`config.mk`:
```
export PLATFORM = sky130hd
export DESIGN_NAME = banner_overlay_gen
export DESIGN_NICKNAME = d
export VERILOG_FILES = /design/src/rtl/banner_overlay_gen.sv
export SDC_FILE = /design/constraint.sdc
export NUM_CORES = 1
export LEC_CHECK = 0
export ABC_AREA = 1
export BUFFER_PORTS_ARGS = -buffer_cell sky130_fd_sc_hd__buf_2
export CAP_MARGIN = 20
export CORE_MARGIN = 2
export CORE_UTILIZATION = 48
export DETAILED_ROUTE_END_ITERATION = 6
export GPL_ROUTABILITY_DRIVEN = 0
export PLACE_DENSITY = 0.83
export SYNTH_ARGS = -nofsm -noshare
export SYNTH_HDL_FRONTEND = slang
export SYNTH_SLANG_ARGS = --single-unit
```
`constraint.sdc`:
```
create_clock -name vga_clk -period 3.4 [get_ports vga_clk]
set_clock_uncertainty 0.15 [all_clocks]
set_input_delay 0 -clock vga_clk [delete_from_list [all_inputs] [get_ports vga_clk]]
set_output_delay 0 -clock vga_clk [all_outputs]
set_load 0.05 [all_outputs]
```
`src/rtl/banner_overlay_gen.sv`:
```
// Sprite-banner overlay generator for the HDMI piece controller.
// Places one of NUM_MSG banners from an external synchronous ROM at (X0, Y0),
// optionally scaled by 2^SCALE_LOG2, and emits overlay_on plus 4-bit RGB with a
// fixed three-register latency (address reg -> ROM reg -> output reg).
// Optional feature macro: OVERLAY_BLINK_EN adds a frame-based blink counter;
// when undefined the banner is always visible and BLINK_FRAMES is unused.
module banner_overlay_gen #(
    parameter int unsigned X0           = 560,
    parameter int unsigned Y0           = 434,
    parameter int unsigned W            = 80,
    parameter int unsigned H            = 45,
    parameter int unsigned SCALE_LOG2   = 0,
    parameter int unsigned NUM_MSG      = 4,
    parameter int unsigned BLINK_FRAMES = 30,
    parameter logic [47:0] PALETTE      = 48'h0,
    parameter int unsigned AW           = $clog2(NUM_MSG * W * H)
) (
    input  logic                       vga_clk,
    input  logic                       reset,
    input  logic [9:0]                 DrawX,
    input  logic [9:0]                 DrawY,
    input  logic                       blank,
    input  logic                       msg_req,
    input  logic                       msg_show,
    input  logic [$clog2(NUM_MSG)-1:0] msg_sel,
    output logic                       msg_ack,
    output logic [AW-1:0]              rom_addr,
    input  logic [1:0]                 rom_data,
    output logic                       overlay_on,
    output logic [3:0]                 red,
    output logic [3:0]                 green,
    output logic [3:0]                 blue
);

    localparam int unsigned SW  = $clog2(NUM_MSG);
    localparam int unsigned SW1 = SW + 1;
    localparam int unsigned AF  = AW + 1;

    // Box bounds at 11 bits so X0 + width cannot wrap against a 10-bit coordinate.
    localparam logic [10:0] X_LO  = 11'(X0);
    localparam logic [10:0] X_HI  = 11'(X0 + (W << SCALE_LOG2));
    localparam logic [10:0] Y_LO  = 11'(Y0);
    localparam logic [10:0] Y_HI  = 11'(Y0 + (H << SCALE_LOG2));
    localparam logic [9:0]  X_OFF = 10'(X0);
    localparam logic [9:0]  Y_OFF = 10'(Y0);

    logic              frame_start;
    logic              in_box;
    logic              req_valid;
    logic              visible;
    logic [9:0]        dx, dy, lx, ly;
    logic [AW:0]       addr_full;
    logic [11:0]       texel_rgb;

    logic [SW-1:0]     cur_msg_q;
    logic              shown_q;
    logic              msg_ack_q;
    logic [AW-1:0]     rom_addr_q;
    logic              s1_valid_q, s1_gate_q;
    logic              s2_valid_q, s2_gate_q;
    logic              overlay_on_q;
    logic [11:0]       rgb_q;

    // Pixel decode: box test, texel coordinates and full-width ROM address.
    always_comb begin
        frame_start = (DrawX == 10'd0) && (DrawY == 10'd0);
        in_box      = ({1'b0, DrawX} >= X_LO) && ({1'b0, DrawX} < X_HI) &&
                      ({1'b0, DrawY} >= Y_LO) && ({1'b0, DrawY} < Y_HI);
        dx          = DrawX - X_OFF;
        dy          = DrawY - Y_OFF;
        lx          = dx >> SCALE_LOG2;
        ly          = dy >> SCALE_LOG2;
        addr_full   = AF'(cur_msg_q) * AF'(W * H) + AF'(ly) * AF'(W) + AF'(lx);
        req_valid   = ({1'b0, msg_sel} < SW1'(NUM_MSG));
    end

    // Address is computed one bit wide and truncated; the carry bit is dropped.
    logic unused_addr_msb;
    assign unused_addr_msb = addr_full[AW];

    // Message state: requests only take effect on the frame-start pixel.
    always_ff @(posedge vga_clk) begin
        if (reset) begin
            cur_msg_q <= '0;
            shown_q   <= 1'b0;
            msg_ack_q <= 1'b0;
        end else begin
            msg_ack_q <= frame_start & msg_req;
            if (frame_start && msg_req && req_valid) begin
                cur_msg_q <= msg_sel;
                shown_q   <= msg_show;
            end
        end
    end

`ifdef OVERLAY_BLINK_EN
    localparam int unsigned BW         = $clog2(2 * BLINK_FRAMES);
    localparam logic [BW-1:0] BLINK_HALF = BW'(BLINK_FRAMES);
    localparam logic [BW-1:0] BLINK_LAST = BW'(2 * BLINK_FRAMES - 1);

    logic [BW-1:0] blink_q;

    // Frame counter for blinking; restarts on every applied request.
    always_ff @(posedge vga_clk) begin
        if (reset) begin
            blink_q <= '0;
        end else if (frame_start) begin
            if (msg_req && req_valid) begin
                blink_q <= '0;
            end else if (blink_q == BLINK_LAST) begin
                blink_q <= '0;
            end else begin
                blink_q <= blink_q + 1'b1;
            end
        end
    end

    assign visible = (blink_q < BLINK_HALF);
`else
    assign visible = 1'b1;

    logic unused_blink;
    assign unused_blink = ^BLINK_FRAMES;
`endif

    // Stage 1: register ROM address and the per-pixel gating flags.
    always_ff @(posedge vga_clk) begin
        if (reset) begin
            rom_addr_q <= '0;
            s1_valid_q <= 1'b0;
            s1_gate_q  <= 1'b0;
        end else begin
            s1_valid_q <= 1'b1;
            s1_gate_q  <= blank & in_box & shown_q & visible;
            if (in_box) begin
                rom_addr_q <= addr_full[AW-1:0];
            end
        end
    end

    // Stage 2: carry flags alongside the ROM's own read register.
    always_ff @(posedge vga_clk) begin
        if (reset) begin
            s2_valid_q <= 1'b0;
            s2_gate_q  <= 1'b0;
        end else begin
            s2_valid_q <= s1_valid_q;
            s2_gate_q  <= s1_gate_q;
        end
    end

    // Palette lookup; index 0 is transparent so its entry is never used.
    always_comb begin
        texel_rgb = 12'h000;
        case (rom_data)
            2'd1:    texel_rgb = PALETTE[23:12];
            2'd2:    texel_rgb = PALETTE[35:24];
            2'd3:    texel_rgb = PALETTE[47:36];
            default: texel_rgb = 12'h000;
        endcase
    end

    // Stage 3: registered overlay enable and colour.
    always_ff @(posedge vga_clk) begin
        if (reset) begin
            overlay_on_q <= 1'b0;
            rgb_q        <= 12'h000;
        end else if (s2_valid_q && s2_gate_q && (rom_data != 2'd0)) begin
            overlay_on_q <= 1'b1;
            rgb_q        <= texel_rgb;
        end else begin
            overlay_on_q <= 1'b0;
            rgb_q        <= 12'h000;
        end
    end

    assign msg_ack    = msg_ack_q;
    assign rom_addr   = rom_addr_q;
    assign overlay_on = overlay_on_q;
    assign red        = rgb_q[11:8];
    assign green      = rgb_q[7:4];
    assign blue       = rgb_q[3:0];

endmodule

```
==> flow_summary_export.csv <==
group,metric,value,unit
run_status,status,"complete, no violations",
clock_network,cts.sinks,23,
clock_network,cts_buffer_depth,2,
power_and_ir_drop,power,0.00105,W
grt,grt_usage,0.215,
floorplanning,coreArea,4350,um2
final_layout,nFillCells,384,
setup_path,reg2reg_from,"cur_msg_q[1]",
logic_synthesis,synthFlopType,"dfxtp_1",
clock_network,path_clk_slew,0.08,ns
clock_network,cts_tree,"done",
floorplanning,die_h,71.1,um
logic_synthesis,yosysTopAreaCell,"dfxtp_1",
floorplanning,ios,57,
power_and_ir_drop,p_per_area,394,nW/um2
grt,grt_overflow,0,
logic_synthesis,ys_seq_area_frac,0.213,
placement,numPortBuffers,44,
clock_network,numCtsBuffers,3,
routing,ant_nets,0,
setup_path,cp_data_arrival_time,3.20,ns
floorplanning,initial_core_util,0.496,
timing,hold_viol,0,
final_layout,nets,428,
power_and_ir_drop,switchingPower,0.000440,W
logic_synthesis,synth_area_leaders,"dfxtp_1 (21%), ha_1 (18%), inv_1 (8.3%)",
power_and_ir_drop,internal_power,0.000610,W
power_and_ir_drop,pwr-share-seq,0.259,
logic_synthesis,yosys_warnings,0,
routing,drc,0,
setup_path,cpMostUsedCell,"inv_1",
power_and_ir_drop,ir_worst_vdd,0.318,mV
clock_network,clkLatencyLatePin,0.27,ns
setup_path,endpoint_kind,"flop",
setup_path,cpPeakStageDelay,0.31,ns
clock_network,htreeDepth,1,
logic_synthesis,netlist_area,2160,um2
floorplanning,dieArea,5050,um2
floorplanning,num_rows,24,
power_and_ir_drop,power_frac_comb,0.574,
power_and_ir_drop,swShare,0.419,
power_and_ir_drop,leakage,1.44,nW
setup_path,cp_slowest_cell,"ha_1",
final_layout,num_antenna_cells,0,
hold_path,holdCritPathClass,"primary input to flop",
timing,finalCritPeriodShare,0.939,
grt,grt_max_degree,24,
grt,grt_pass1_vias,2028,
routing,drt_pre_antenna_iters,4,
grt,grt_pass1_wl,8.78,mm
routing,wl,5.31,mm
setup_path,cp-start-kind,"primary input",
logic_synthesis,synth_edf_count,0,
setup_path,startpoint,"DrawY[2]",
placement,hpwl,3.89,mm
timing,drv_slew,0,
final_layout,layout-drive-gt1-share,0.238,
power_and_ir_drop,power_frac_clock,0.167,
grt,antenna_found_initial,0,
logic_synthesis,syn_avg_cell_area,7.30,um2
logic_synthesis,synth_seq_cells,23,
routing,wl_per_cell,12.8,um
logic_synthesis,yosysTopAreaCellShare,0.213,
logic_synthesis,synth_cells,296,
timing,holdWs,0.0602,ns
logic_synthesis,synth_cell_types,34,
logic_synthesis,synthArstFlopShare,0,
clock_network,post_cts_buffers,0,
final_layout,area_growth,23.3,%
setup_path,path_cells,"buf_2, inv_1, ha_2, xor2_1, ha_1, ha_1, inv_1, fa_1, inv_1, a21oi_1, xor2_1, inv_1, ha_1, ha_4, inv_1, nor4_2, a21oi_1, nand3_1, nand2_1, nor2_1, nor2_1",
routing,drt_iter0_drc,86,
setup_path,cp_max_fo,4,
clock_network,cts-root-buf,"clkbuf_8",
timing,tns,0,ns
flow_run,cap_violations,0,
routing,vias,2104,
timing,final-setup-viol-count,0,
hold_path,min_from,"DrawY[5]",
timing,fmax,313,MHz
routing,viasPerCell,5.08,
timing,finalCriticalPeriod,3.19,ns
setup_path,cp.required,3.41,ns
setup_path,path_class,"primary input to flop",
floorplanning,fp.dieW,71.1,um
==> worst paths after layout <==
path | endpoint | slack, ns | depth (start not counted)
min | s1_gate_q | 0.06 | 4
max | rom_addr[13] | 0.21 | 21
max reg2reg | rom_addr[11] | 0.82 | 11
min reg2reg | s2_gate_q | 0.24 | 2
==> layer usage <==
| layer | GRT usage | routed length [um] | part of all wire | up-vias |
|---|---|---|---|---|
| li1 | - | - | - | 1064 |
| met1 | 0.275 | 2140 | 0.40 | 950 |
| met2 | 0.356 | 2660 | 0.50 | 71 |
| met3 | 0.0356 | 272 | 0.051 | 19 |
| met4 | 0.0943 | 238 | 0.045 | 0 |
| met5 | 0 | 0 | 0 | - |
==> synth_stat cells, types with 2 or more instances <==
cell type  number
nand3_1        18
nor4_1          3
a21oi_1        23
ha_1           31
nand2_1        41
fa_1            5
o21ai_1         5
buf_4          12
xor2_1         11
nand4_1         3
nor3_1          4
a211oi_1        3
o21ai_0        10
nand3_2         2
inv_1          48
xnor2_1         5
nor2_1         24
inv_2           3
dfxtp_1        23
nand2_2         8
==> final cells by class <==
class	count	area, um2	area share
Multi-Input combinational cell	216	1480	0.555
Timing Repair Buffer	66	413	0.155
Tap cell	52	65.1	0.0244
Sequential cell	23	460	0.173
Inverter	53	201	0.0756
Clock buffer	3	41.3	0.0155
Clock inverter	1	5.00	0.00188
==> per-stage QoR <==
stage | util | setup WS [ns] | cells | area (um2)
floorplan | - | 0.139 | 307 | 2200
CTS | 0.598 | 0.0753 | 414 | 2610
global placement | 0.562 | -0.0336 | 399 | 2450
global route | 0.612 | -0.0549 | 414 | 2660
finish | 0.612 | 0.208 | 414 | 2660
detailed placement | 0.562 | -0.190 | 399 | 2450
==> worst max-delay path: cells and delay by family <==
| family | cells | cell delay [ns] |
|---|---|---|
| adders and majority gates | 6 | 1.51 |
| and+or+nand+nor | 5 | 0.53 |
| AOI/OAI and AO/OA | 2 | 0.30 |
| xor gates and xnor gates | 2 | 0.40 |
| buffers and inverters | 6 | 0.46 |
==> sequential cells by signal (all words and copies together) (netlist names) <==
signal	count
rom_addr	14
cur_msg_q	2
msg_ack	1
overlay_on	1
s1_gate_q	1
s1_valid_q	1
s2_gate_q	1
s2_valid_q	1
shown_q	1
==> timing repair <==
item	in CTS	in global routing
endpoints found under the setup margin	0	2
gates resized for setup	0	9
hold endpoints to repair	13	0
hold buffers	11	0
==> kinds of logic after synthesis <==
kind of cell	synth area share
buffers and inverters	0.149
xor gates and xnor gates	0.0649
and+or+nand+nor	0.225
AOI/OAI and AO/OA	0.120
other	0.00174
adders and majority gates	0.226
DFF	0.213
==> cells in the final DEF, fill, tap and decap left out, drive strengths merged <==
master       synthesis  layout
o21bai               1       1
a211oi               4       4
o21ai               15      15
a21oi               24      24
buf                 15      55
nor3                 4       4
o2111a               1       1
nand4                3       3
nand2               50      50
clkinv               1       2
nor4                 3       3
xnor2                5       5
conb                 1      12
inv                 52      52
ha                  31      31
dfxtp               23      23
fa                   5       5
nor2                25      25
dlygate4sd3          0      11
nand3               20      20
xor2                11      11
o31ai                1       1
clkbuf               0       3
and2                 1       1
==> power by group through the flow <==
stage | clock [W] | combinational [W] | sequential, W
floorplan | 0 | 0.000395 | 0.000281
global placement | 0 | 0.000528 | 0.000278
detailed placement | 0 | 0.000539 | 0.000278
CTS | 0.000169 | 0.000556 | 0.000272
global route | 0.000190 | 0.000679 | 0.000272
finish | 0.000175 | 0.000603 | 0.000272
Power figures use the tool's default switching activity.
